[src/rtl/bpu_pkg.sv]
// bpu_pkg: 2-bit saturating counter type and state encodings for the branch predictor.
package bpu_pkg;
    typedef logic [1:0] ctr_t;
    localparam ctr_t ST_STRONG_T  = 2'b00;
    localparam ctr_t ST_WEAK_T    = 2'b01;
    localparam ctr_t ST_WEAK_NT   = 2'b10;
    localparam ctr_t ST_STRONG_NT = 2'b11;
    function automatic logic ctr_taken(input ctr_t c);
        return !c[1];
    endfunction
endpackage

[src/rtl/bpu_sat_counter.sv]
// bpu_sat_counter: next-state of a 2-bit counter, stepping toward 00 on taken and 11 on not-taken.
module bpu_sat_counter
    import bpu_pkg::*;
(
    input  ctr_t state,
    input  logic taken,
    output ctr_t next
);
    always_comb begin
        next = taken ? ((state == ST_STRONG_T) ? state : state - 2'd1)
                     : ((state == ST_STRONG_NT) ? state : state + 2'd1);
    end
endmodule

[src/rtl/branch_predictor_unit.sv]
// branch_predictor_unit: 2-bit PHT predictor with EX-resolved updates, flush/redirect and statistics.
// Define BPU_BTB_EN to add a tag-less branch target buffer driving pred_target.
module branch_predictor_unit
    import bpu_pkg::*;
#(
    parameter int   INDEX_W    = 3,
    parameter int   PC_W       = 32,
    parameter ctr_t INIT_STATE = 2'b01,
    parameter int   STAT_W     = 16
) (
    input  logic              clk,
    input  logic              reset,
    input  logic              id_branch,
    input  logic [PC_W-1:0]   id_pc,
    input  logic              ex_branch,
    input  logic [PC_W-1:0]   ex_pc,
    input  logic              ex_taken,
    input  logic              ex_pred_taken,
    input  logic [PC_W-1:0]   ex_target,
    input  logic [PC_W-1:0]   ex_pc_plus4,
    output logic              predict_taken,
    output logic [PC_W-1:0]   pred_target,
    output logic              flush,
    output logic [PC_W-1:0]   redirect_pc,
    output logic [STAT_W-1:0] branch_cnt,
    output logic [STAT_W-1:0] mispred_cnt
);
    localparam int N = 1 << INDEX_W;
    ctr_t pht [N];
    logic [INDEX_W-1:0] id_idx, ex_idx;
    ctr_t ex_next, id_upd, id_ctr;
    logic same_idx, id_vld, mispred;
    logic unused_pc_bits;
    assign id_idx   = id_pc[INDEX_W+1:2];
    assign ex_idx   = ex_pc[INDEX_W+1:2];
    assign same_idx = ex_branch && (ex_idx == id_idx);
    assign unused_pc_bits = ^{id_pc[PC_W-1:INDEX_W+2], id_pc[1:0], ex_pc[PC_W-1:INDEX_W+2], ex_pc[1:0]};
    bpu_sat_counter u_upd (.state(pht[ex_idx]), .taken(ex_taken), .next(ex_next));
    bpu_sat_counter u_byp (.state(pht[id_idx]), .taken(ex_taken), .next(id_upd));
    assign id_ctr = same_idx ? id_upd : pht[id_idx];
    // judged against the carried prediction, not the current table contents
    assign mispred       = ex_branch && (ex_taken != ex_pred_taken);
    assign flush         = reset && mispred;
    assign redirect_pc   = reset ? (ex_taken ? ex_target : ex_pc_plus4) : '0;
    assign predict_taken = reset && id_branch && ctr_taken(id_ctr) && id_vld && !mispred;
    always_ff @(posedge clk) begin
        if (!reset) begin
            for (int i = 0; i < N; i++) pht[i] <= INIT_STATE;
            branch_cnt  <= '0;
            mispred_cnt <= '0;
        end else begin
            if (ex_branch) pht[ex_idx] <= ex_next;
            if (ex_branch && !(&branch_cnt)) branch_cnt <= branch_cnt + STAT_W'(1);
            if (mispred && !(&mispred_cnt)) mispred_cnt <= mispred_cnt + STAT_W'(1);
        end
    end
`ifdef BPU_BTB_EN
    logic [PC_W-1:0] btb_tgt [N];
    logic [N-1:0]    btb_vld;
    logic            btb_wr, btb_byp;
    assign btb_wr      = ex_branch && ex_taken;
    assign btb_byp     = btb_wr && (ex_idx == id_idx);
    assign id_vld      = btb_byp || btb_vld[id_idx];
    assign pred_target = !reset ? '0 : (btb_byp ? ex_target : btb_tgt[id_idx]);
    always_ff @(posedge clk) begin
        if (!reset) btb_vld <= '0;
        else if (btb_wr) btb_vld[ex_idx] <= 1'b1;
    end
    always_ff @(posedge clk) begin
        if (reset && btb_wr) btb_tgt[ex_idx] <= ex_target;
    end
`else
    assign id_vld      = 1'b1;
    assign pred_target = '0;
`endif
endmodule

[config.mk]
export PLATFORM = sky130hd
export DESIGN_NAME = branch_predictor_unit
export DESIGN_NICKNAME = d
export VERILOG_FILES = /design/src/rtl/bpu_pkg.sv /design/src/rtl/bpu_sat_counter.sv /design/src/rtl/branch_predictor_unit.sv
export SDC_FILE = /design/constraint.sdc
export NUM_CORES = 1
export LEC_CHECK = 0
export ABC_AREA = 1
export ABC_CLOCK_PERIOD_IN_PS = 3500
export CAP_MARGIN = 20
export CORE_MARGIN = 2
export CORE_UTILIZATION = 25
export DETAILED_ROUTE_END_ITERATION = 16
export GPL_ROUTABILITY_DRIVEN = 0
export REMOVE_ABC_BUFFERS = 1
export SLEW_MARGIN = 20
export SYNTH_ARGS = -nofsm -noshare
export SYNTH_HDL_FRONTEND = slang
export SYNTH_HIERARCHICAL = 1
export SYNTH_SLANG_ARGS = --single-unit
[constraint.sdc]
create_clock -name clk -period 3.5 [get_ports clk]
set_input_delay 0.525 -clock clk [delete_from_list [all_inputs] [get_ports clk]]
set_output_delay 0.525 -clock clk [all_outputs]
set_load 0.05 [all_outputs]
==> results of run 1 <==
==> power groups by stage <==
stage / Clock [mW] / Combinational, mW / Sequential (mW)
2_1_floorplan: 0 / 0.279 / 0.618
3_3_place_gp: 0 / 0.565 / 0.606
3_5_place_dp: 0 / 0.565 / 0.606
4_1_cts: 0.584 / 0.566 / 0.593
5_1_grt: 0.601 / 0.600 / 0.594
6_report: 0.570 / 0.562 / 0.593
==> layer usage <==
metal / vias to the layer above / part of all wire [%]
li1: 2069 / -
met1: 1732 / 44
met2: 128 / 48
met3: 7 / 7.3
met4: 0 / 1.1
met5: - / 0
==> per-stage QoR <==
| step | worst slack (ps) | hold WS, ps | utilization, % | area (sq um) |
|---|---|---|---|---|
| 2_1_floorplan | 1040 | 645.5 | - | 3407 |
| 6_report | 439.6 | 509.3 | 38.93 | 5594 |
| 3_5_place_dp | 411.0 | 502.8 | 37.73 | 5421 |
| 3_3_place_gp | 434.7 | 501.9 | 37.73 | 5421 |
| 4_1_cts | 413.5 | 512.0 | 38.93 | 5594 |
| 5_1_grt | 209.4 | 553.5 | 38.93 | 5594 |
==> final cells by class <==
class	instances	area share, %
repair buffers	146	31.89
inverters	55	3.690
well taps	184	4.115
multi-input cells	462	37.17
clock buffers	5	2.237
clock inverters	3	0.8499
flip-flops and latches	48	20.04
==> path summary, 6_finish.rpt <==
path                         end  cells past startpoint  slack [ps]           start
setup / recovery   predict_taken                     12         440        id_pc[2]
hold / removal     branch_cnt[1]                      2         510   branch_cnt[1]
setup reg to reg  mispred_cnt[4]                      7        1750  mispred_cnt[0]
hold reg to reg    branch_cnt[1]                      2         510   branch_cnt[1]
==> state kept, by name (all words and copies together), names as in the netlist <==
signal,flops
mispred_cnt,16
pht,16
branch_cnt,16
==> worst max-delay path, cell delays in order <==
cell and delay, ps:
sky130_fd_sc_hd__clkdlybuf4s50_1 610, sky130_fd_sc_hd__inv_1 190, sky130_fd_sc_hd__nor2_1 120, sky130_fd_sc_hd__o21ai_0 80, sky130_fd_sc_hd__o21ai_0 230, sky130_fd_sc_hd__inv_1 90, sky130_fd_sc_hd__nor2_1 110, sky130_fd_sc_hd__a21oi_1 50
sky130_fd_sc_hd__nand3b_1 100, sky130_fd_sc_hd__nand2_1 50, sky130_fd_sc_hd__nor2_1 210, sky130_fd_sc_hd__buf_12 170
==> impl_metrics.toml, run 1 <==
[floorplanning]
design.core.area_sq_mm = 0.01437
core.rowCount = 44
floorplan.die_area_sq_mm = 0.01550
die_x_um = 124.5
dieHeight_um = 124.5
floorplan.io_pins = 232
start_util_pct = 25.26

[layout]
syn2layout_area_growth_pct = 54.12
layout.cells.most_common = "sky130_fd_sc_hd__nor2_1"
multiInputGateArea_sq_mm = 0.002079
finalNonFillerCells = 903
n_antenna_cell = 0
mostFrequentLayoutCells = "143 x sky130_fd_sc_hd__nor2_1, 131 x sky130_fd_sc_hd__nand2_1, 106 x sky130_fd_sc_hd__clkdlybuf4s50_1"
layout_cell_share_with_drive_strength_beyond_1_pct = 8.206
seqCellArea_sq_mm = 0.001121
n_fill_cell = 1492
final_nets = 854

[sta]
setup_viol_count_final = 0
finalHoldViolCount = 0
worst_clock_skew_ps = 4.678
maxSlewHeadroom_pct = 48.99
rsz0062_at_grt = "false"
fin_setup_tns_ps = 0
post-route-min-period_ps = 3060
period_share_pct = 87.44
timing.fmax_mhz = 326.8
tightestPinTransition_ps = 765.2
drv_slew = 0

[routing]
post_drt_via_cell_ratio = 4.359
route.vias.total = 3936
post-route-drc-count = 0
postRouteWirelength_um = 10440
detail_route.iter0.violations = 205
wl_per_cell_um = 11.56
drtAntennaViolNets = 0
dr.pass1.iters = 4

[power_and_ir_drop]
netSwitchingPower_mw = 0.5793
combinationalPowerShare_pct = 32.6
leakage_nw = 2.245
power_density_mw_per_mm2 = 308.4
internal_power_mw = 1.146
power.share.switching_pct = 33.58
power.clock.fraction_pct = 33.1
total_power_consumption_mw = 1.725
sequentialPowerShare_pct = 34.4
vdd.ir_drop.worst_mv = 0.1609

[clock_network]
tritoncts_num_sinks = 48
tritoncts = "done"
clkTransAtPathRegs_ps = 70
cts.hold.buffers_added = 0
clk_latency_ps = 290
post-cts-setup-buffers = 0
cts.path.max_buffers = 2
post_cts_resized = 0
root_buffer = "sky130_fd_sc_hd__clkbuf_16"
clock_tree.htree_level_count = 2
cts_bufs_inserted = 5

[global_route]
grt_util_met1_pct = 15.72
grt_start_max_net_pins = 47
grt_antenna_before_repair = 0
number_of_global_route_vias_before_repair = 3652
grt_usage_pct = 13.23
grt_first_pass_wirelength_um = 17310
global_route.usage.met2_pct = 23.24
global_route_total_overflow = 0
gr-max-usage-layer = "met2"
grt_util_met3_pct = 3.608

[synth]
mappedNetlistArea_sq_mm = 0.003630
synth_area_per_cell_sq_um = 6.184
synthesis.instances = 587
synth-warning-count = 6

[place]
port_buffers = 141
post-dp-hpwl_um = 8014
numPlacedInstances = 895

[critical_path]
worstSetupEndpointType = "output port"
critical_path_required_ps = 2970
arrival_ps = 2540
crit_path_start_kind = "primary input"
critical_path_peak_fanout = 9
category_of_the_critical_setup_timing_path = "in2out"

[hold_path]
worst_hold_path_type = "reg2reg"

[flow_run]
timing.max_cap.violations = 0

[run_status]
outcome = "finished, final reports clean"
No activity file was read; power rests on OpenSTA's default activity.
==> inputs of run 2 (changes only) <==
--- a/config.mk
+++ b/config.mk
@@ -10,6 +10,7 @@
 export CAP_MARGIN = 20
 export CORE_MARGIN = 2
 export CORE_UTILIZATION = 25
+export CTS_BUF_LIST = sky130_fd_sc_hd__clkbuf_8
 export DETAILED_ROUTE_END_ITERATION = 16
 export GPL_ROUTABILITY_DRIVEN = 0
 export REMOVE_ABC_BUFFERS = 1
==> run 2 against run 1 <==
- register-to-register slack about the same
- global-route usage about the same
- via count increased by 0.13%
- combinational power about the same
- critical path depth unchanged
- die area unchanged
- critical endpoint unchanged
- first-iteration DRC count decreased by 1.5%
- highest routed layer unchanged
- largest cell class unchanged
- flip-flop and latch count unchanged
==> impl_metrics.toml, run 2 (synthesized netlist as in run 1, its figures left out) <==
[layout]
syn2layout_area_growth_pct = 52.57
mostFrequentLayoutCells = "143 x sky130_fd_sc_hd__nor2_1, 131 x sky130_fd_sc_hd__nand2_1, 106 x sky130_fd_sc_hd__clkdlybuf4s50_1"
n_fill_cell = 1501
final_nets = 854
layout_cell_share_with_drive_strength_beyond_1_pct = 8.206
largest_registers = "branch_cnt x16, mispred_cnt x16, pht x16"
final_cell_area_sq_mm = 0.005538
layout.cells.most_common = "sky130_fd_sc_hd__nor2_1"
utilization_after_layout_pct = 38.54
n_antenna_cell = 0

[critical_path]
cpMostUsedCell = "sky130_fd_sc_hd__nor2_1"
crit_chain = "clkdlybuf4s50_1 -> inv_1 -> nor2_1 -> o21ai_0 -> o21ai_0 -> inv_1 -> nor2_1 -> a21oi_1 -> nand3b_1 -> nand2_1 -> nor2_1 -> buf_12"
path_depth = 12
path_delay_family = "buffers and inverters"
timing.rr.end = "mispred_cnt[4]"
arrival_ps = 2540
timing.critical_path.buf_inv = 4
crit_path_top_delay_cell = "sky130_fd_sc_hd__clkdlybuf4s50_1"
worstSetupEndpointType = "output port"
critical_path_required_ps = 2970
category_of_the_critical_setup_timing_path = "in2out"
r2r.worst_path.cells = 7
critical_path.max_stage_delay_ps = 610
reg2reg_from = "mispred_cnt[0]"
critical_path_peak_fanout = 9
crit_path_start_kind = "primary input"
timing.reg2reg.setup_slack_ps = 1750

[power_and_ir_drop]
combinationalPowerShare_pct = 35.4
power.clock.fraction_pct = 27.2
leakage_nw = 2.219
power_density_mw_per_mm2 = 286.5
total_power_consumption_mw = 1.586
internal_power_mw = 1.021
vdd.ir_drop.worst_mv = 0.1173
sequentialPowerShare_pct = 37.4
netSwitchingPower_mw = 0.5650
power.share.switching_pct = 35.62

[clock_network]
cts.hold.buffers_added = 0
clkTransAtPathRegs_ps = 100
tritoncts_num_sinks = 48
clk_latency_ps = 310
tritoncts = "done"
cts.path.max_buffers = 2
cts_bufs_inserted = 5
post_cts_resized = 0
clock_tree.htree_level_count = 2
post-cts-setup-buffers = 0
root_buffer = "sky130_fd_sc_hd__clkbuf_8"

[floorplanning]
core.rowCount = 44
floorplan.io_pins = 232
design.core.area_sq_mm = 0.01437
dieHeight_um = 124.5
start_util_pct = 25.26
die_x_um = 124.5
floorplan.die_area_sq_mm = 0.01550

[sta]
post-route-min-period_ps = 3061
drv_slew = 0
period_share_pct = 87.46
worst_clock_skew_ps = 6.704
fin_setup_tns_ps = 0
setup_viol_count_final = 0
rsz0062_at_grt = "false"
post-route-worst-setup-slack_ps = 439.0
finalHoldViolCount = 0
tightestPinTransition_ps = 774.0
maxSlewHeadroom_pct = 48.40
timing.fmax_mhz = 326.7

[routing]
drtAntennaViolNets = 0
dr.pass1.iters = 4
route.vias.total = 3941
post-route-drc-count = 0
postRouteWirelength_um = 10450
detail_route.iter0.violations = 202
wl_per_cell_um = 11.57
post_drt_via_cell_ratio = 4.364

[hold_path]
whs_path_depth = 2
worst_hold_path_type = "reg2reg"
min_to = "branch_cnt[1]"
timing.hold.worst.start = "branch_cnt[1]"

[global_route]
global_route_total_overflow = 0
number_of_global_route_vias_before_repair = 3654
grt_antenna_before_repair = 0
grt_first_pass_wirelength_um = 17290
grt_start_max_net_pins = 47
grt_usage_pct = 13.18

[place]
post-dp-hpwl_um = 8014
port_buffers = 141
dpl_worst_slack_ps = 411.0
dpl_cell_area_sq_mm = 0.005421

[flow_run]
timing.max_cap.violations = 0

[run_status]
outcome = "finished, final reports clean"
-- run 2: cell counts in the layout (fill, tap and decap cells not counted) --
Identical to the previous run, type by type.
-- run 2: worst max-delay path by stage --
stage | endpoint | startpoint
final | predict_taken | id_pc[2]
after global routing | predict_taken | id_pc[2]
after CTS | predict_taken | id_pc[2]
after detailed placement | predict_taken | id_pc[2]
after global placement | predict_taken | id_pc[2]
after floorplan | predict_taken | id_pc[2]
-- run 2: metrics by stage --
step                      std cells  hold slack (ps)
after floorplan                 565            645.5
after global placement          895            501.9
after detailed placement        895            502.8
after CTS                       903            516.4
after global routing            903            558.1
final                           903            514.8
-- run 2: layout make-up --
class	count	area (sq um)	area share (%)
multi-input cells	462	2079	37.55
repair buffers	146	1784	32.22
flip-flops and latches	48	1121	20.24
well taps	184	230.2	4.157
inverters	55	206.4	3.728
clock buffers	5	68.82	1.243
clock inverters	3	47.55	0.8586
-- run 2: metal layers --
metal / global-route usage (%) / wire length, um / up-vias
met4: 3.900 / 112 / 0
met5: 0 / 0 / -
met3: 3.479 / 764 / 8
met2: 23.27 / 5006 / 128
li1: - / - / 2069
met1: 15.64 / 4561 / 1736
-- run 2: power groups by stage --
stage | Clock (mW) | Combinational [mW] | Sequential, mW
floorplan | 0 | 0.279 | 0.618
detailed placement | 0 | 0.565 | 0.606
global placement | 0 | 0.565 | 0.606
CTS | 0.444 | 0.566 | 0.593
global route | 0.457 | 0.600 | 0.595
finish | 0.432 | 0.562 | 0.593
-- run 2: worst register-to-register path: stages, from the launching register on --
cell and delay [ps]:
sky130_fd_sc_hd__dfxtp_1 410, sky130_fd_sc_hd__ha_1 270, sky130_fd_sc_hd__inv_1 60, sky130_fd_sc_hd__nor2_1 100, sky130_fd_sc_hd__nand2_1 120, sky130_fd_sc_hd__o21ai_2 480
sky130_fd_sc_hd__nand2_1 130, sky130_fd_sc_hd__a21oi_2 130
==> edit 1: new RTL, config.mk and constraints of run 2 <==
Register the outputs `predict_taken`, `flush` and `redirect_pc`, with the module's reset; this adds one clock of latency there. The other outputs are not delayed to match.
--- a/src/rtl/branch_predictor_unit.sv
+++ b/src/rtl/branch_predictor_unit.sv
@@ -40,9 +40,17 @@
     assign id_ctr = same_idx ? id_upd : pht[id_idx];
     // judged against the carried prediction, not the current table contents
     assign mispred       = ex_branch && (ex_taken != ex_pred_taken);
-    assign flush         = reset && mispred;
-    assign redirect_pc   = reset ? (ex_taken ? ex_target : ex_pc_plus4) : '0;
-    assign predict_taken = reset && id_branch && ctr_taken(id_ctr) && id_vld && !mispred;
+    always_ff @(posedge clk) begin
+        if (!reset) begin
+            predict_taken <= '0;
+            flush         <= '0;
+            redirect_pc   <= '0;
+        end else begin
+            predict_taken <= reset && id_branch && ctr_taken(id_ctr) && id_vld && !mispred;
+            flush         <= reset && mispred;
+            redirect_pc   <= reset ? (ex_taken ? ex_target : ex_pc_plus4) : '0;
+        end
+    end
     always_ff @(posedge clk) begin
         if (!reset) begin
             for (int i = 0; i < N; i++) pht[i] <= INIT_STATE;
Check against the original RTL: not equivalent (a bounded check fails within 4 cycles, from zero or initial values and one cycle with reset low).
==> edit 1 against run 2 <==
Synthesized area up 20%; clock power grew 86%; setup slack improved by 0.61 ns; routed wire length grew 12%; total power is 45% higher; count of clock-buffer cells in the layout up 6; global-route usage decreased by 0.15 points; first-iteration DRC count increased by 34%; sequential cell count rose by 34; final area up 9.9%; core utilization down 3.1 points; critical path type is now in -> reg; largest power group unchanged.
==> edit 1: results (changes against run 2) <==
Placement
  – Post-DP HPWL: 8640 microns (+7.8%)
  – # port buffers: 141 (unchanged)
  – Worst slack, placed: 0.692 ns (+0.281 ns)
  – Cell area after placement: 5850 sq um (+7.8%)

Layout
  – Nets: 892 (+4.4%)
  – # fillers: 1854 (+24%)
  – N_diodes: 0 (unchanged)
  – Layout cell share with drive strength beyond 1: 5.91% (-2.3 points)
  – Largest Register: redirect_pc

Power
  – Sw frac: 30.5% (-5.2 points)
  – Pleak: 2.34 nW (+5.4%)
  – Max IR drop VDD: 0.000162 V (+38%)

Clocking
  – H-tree depth: 3 (+1)
  – Post-CTS setup buffer count: 0 (unchanged)
  – Clk Latency, worst-skew pair: 0.37 ns (+0.06 ns)
  – CTS Buf Count: 9 (+4)

Routing
  – Pre-antenna DRT Iters: 5 (+1)
  – Vias per cell: 4.17 (-4.4%)
  – Final wirelength: 11700 microns (+12%)

STA
  – Worst Skew: 0.0134 ns (+0.00666 ns)
  – Slew @ Worst Pin: 0.887 ns (+0.113 ns)

Setup path
  – CP arrival: 2.56 ns (+0.02 ns)
  – Crit path max-delay family: simple AND/OR/NAND/NOR gates
  – Worst-path fanout max: 8 (-1)

Global routing
  – Largest net degree at the start of global routing: 33 (-30%)
  – Global Route Usage Sum: 13.0% (-0.15 points)
  – First-pass GRT wire length: 18800 microns (+8.5%)
  – Vias in the first global route: 3744 (+2.5%)

Status
  – Status: complete, no violations
==> edit 1: cell types whose count changed in the layout (fill, tap and decap cells not counted), moves of 3 or more <==
| cell | change |
|---|---|
| a21oi_2 | +5 |
| clkdlybuf4s50_1 | +34 |
| nand2_1 | +14 |
| a21oi_1 | -6 |
| nor2_2 | +6 |
| buf_12 | -34 |
| nand4_1 | -5 |
| nor2_1 | -12 |
| o21ai_0 | +3 |
| inv_1 | -5 |
| dfxtp_1 | +34 |
| clkbuf_8 | +6 |
==> edit 1: worst min-delay path: stages, from the launching register on <==
cell and delay (ns):
dfxtp_1 0.34, nand2_1 0.07, a21oi_1 0.05
==> edit 1: path summary, 6_finish.rpt <==
check                      start         endpoint  slack, ns  cells past startpoint
setup / recovery        ex_pc[2]        pht[2][0]       1.05                     10
hold / removal    mispred_cnt[1]   mispred_cnt[1]       0.51                      2
setup reg to reg  mispred_cnt[0]  mispred_cnt[10]       1.70                      7
hold reg to reg   mispred_cnt[1]   mispred_cnt[1]       0.51                      2
==> edit 1: power groups by stage <==
stage	Clock (mW)	Sequential [mW]	Combinational, mW
2_1_floorplan	0	1.14	0.181
3_3_place_gp	0	1.03	0.491
3_5_place_dp	0	1.04	0.491
4_1_cts	0.832	1.01	0.493
5_1_grt	0.863	1.02	0.530
6_report	0.802	1.01	0.489
==> edit 1: per-stage QoR <==
step | std cells | power, mW
after floorplan | 600 | 1.32
after global placement | 969 | 1.53
after detailed placement | 969 | 1.53
after CTS | 985 | 2.34
after global routing | 986 | 2.41
final | 986 | 2.30
==> edit 1: cell type report <==
type / instances / area (sq um) / share of cell area (%)
sequential: 82 / 1800 / 29.6
clock buffer: 11 / 151 / 2.49
multi-input combinational: 469 / 2150 / 35.3
inverter: 49 / 184 / 3.02
tap: 225 / 282 / 4.62
timing repair buffer: 145 / 1440 / 23.7
clock inverter: 5 / 78.8 / 1.29
==> edit 1: layer usage <==
| metal | GRT usage [%] | up-vias | share of wire (%) |
|---|---|---|---|
| met5 | 0 | - | 0 |
| met4 | 7.06 | 0 | 2.6 |
| met3 | 4.62 | 19 | 7.9 |
| met2 | 20.6 | 121 | 45 |
| met1 | 15.4 | 1799 | 45 |
| li1 | - | 2175 | - |
==> edit 2: new RTL, flow settings as in run 2 <==
Made on the original files. The option `BPU_BTB_EN` is turned on by a define.
--- a/src/rtl/branch_predictor_unit.sv
+++ b/src/rtl/branch_predictor_unit.sv
@@ -1,5 +1,7 @@
 // branch_predictor_unit: 2-bit PHT predictor with EX-resolved updates, flush/redirect and statistics.
 // Define BPU_BTB_EN to add a tag-less branch target buffer driving pred_target.
+`define BPU_BTB_EN
+
 module branch_predictor_unit
     import bpu_pkg::*;
 #(
Check against the original RTL: not equivalent (Yosys sat finds a counterexample within 4 cycles, from zero or initial values and one cycle with reset low).
==> edit 2 against run 2 <==
Via count rose to 2.8 times the old value; register-to-register slack worse by 0.23 ns; routed wire length rose to 3.9 times the old value; synthesized cell count rose to 2.6 times the old value; hold slack worse by 0.046 ns; combinational power up 92%; non-clock buffer count up 68; sequential cell count up 264; final area rose to 3.3 times the old value; total power rose to 5.1 times the old value; setup slack worse by 0.23 ns; fmax down 6.9%; synthesized area rose to 3.9 times the old value; critical path type unchanged; critical endpoint is now pred_target[25]; highest routed layer is now met5.
==> edit 2: results (changes against run 2) <==
Layout
  – Nets: 1825 (+110%)
  – N_diodes: 2 (+2)
  – Non-clk buf share: 13.5% (-19 points)
  – Non-clock buffers: 214 (+47%)
  – ClkCell Share: 5.06% (+3.0 points)
  – Layout cell share with drive strength beyond 1: 11.2% (+3.0 points)
  – # fillers: 5817 (+290%)
  – Clk_buf instances: 53 (+48)
  – Number of multi-input logic gates: 1047 (+130%)
  – FF+latch count: 312 (+550%)

Global routing
  – Initial antenna violation count: 3 (+3)
  – Largest net degree at the start of global routing: 105 (+120%)
  – First-pass GRT wire length: 62600 microns (+260%)
  – Vias in the first global route: 11000 (+200%)
  – Global Route Usage Sum: 13.6% (+0.39 points)

Setup path
  – Worst R2R Setup Slack: 1.52 ns (-0.23 ns)
  – Reg2reg end: mispred_cnt[13]
  – CP arrival: 2.76 ns (+0.22 ns)
  – Critical Path Source: ex_pc[2]
  – Path depth of the worst reg2reg path: 10 (+3)
  – Critical path endpoint: pred_target[25]

Status
  – Status: complete, no violations

Routing
  – Metal3 WL: 2770 microns (+260%)
  – Met2 Wirelength: 19200 microns (+280%)
  – Top layer used by detailed routing: met5
  – Met1 WL: 18200 microns (+300%)
  – Drt initial violations: 737 (+260%)
  – Vias per cell: 4.49 (+3.0%)
  – Wirelength per Cell: 16.5 microns (+43%)

STA
  – Slew @ Worst Pin: 0.703 ns (-0.0705 ns)

Power
  – Max IR drop VDD: 0.000236 V (+100%)
  – Pleak: 6.73 nW (+200%)

Placement
  – Post-DP HPWL: 24500 microns (+210%)

Clocking
  – CTS clk-pin slew, worst paths: 0.06 ns (-0.04 ns)
## edit 2: cell types whose count changed in the layout (fill, tap and decap cells not counted), moves of 11 or more
cell	change
inv_1	+20
buf_12	+11
conb_1	-32
clkinv_1	+12
nand3_1	+197
clkbuf_8	+48
nand2_1	+312
nand3_2	+21
edfxtp_1	+256
o21ai_0	+12
clkdlybuf4s50_1	+17
nor2_1	+57
buf_4	+38
## edit 2: metrics by stage
stage	cell area, sq um	std cells	worst slack, ns	hold WS (ns)
2_1_floorplan	13900	1420	-1.24	0.418
3_3_place_gp	17300	2390	0.251	0.428
3_5_place_dp	17300	2390	0.253	0.449
4_1_cts	18300	2484	0.237	0.463
5_1_grt	18300	2484	0.148	0.492
6_report	18300	2486	0.212	0.469
## edit 2: report_power, final
group	leakage [nW]	switching (mW)	internal, mW	total (mW)
logic	3.41	0.697	0.387	1.08
clock network	0.546	1.50	1.42	2.92
registers	2.77	0.0177	4.09	4.11
total	6.73	2.21	5.90	8.11
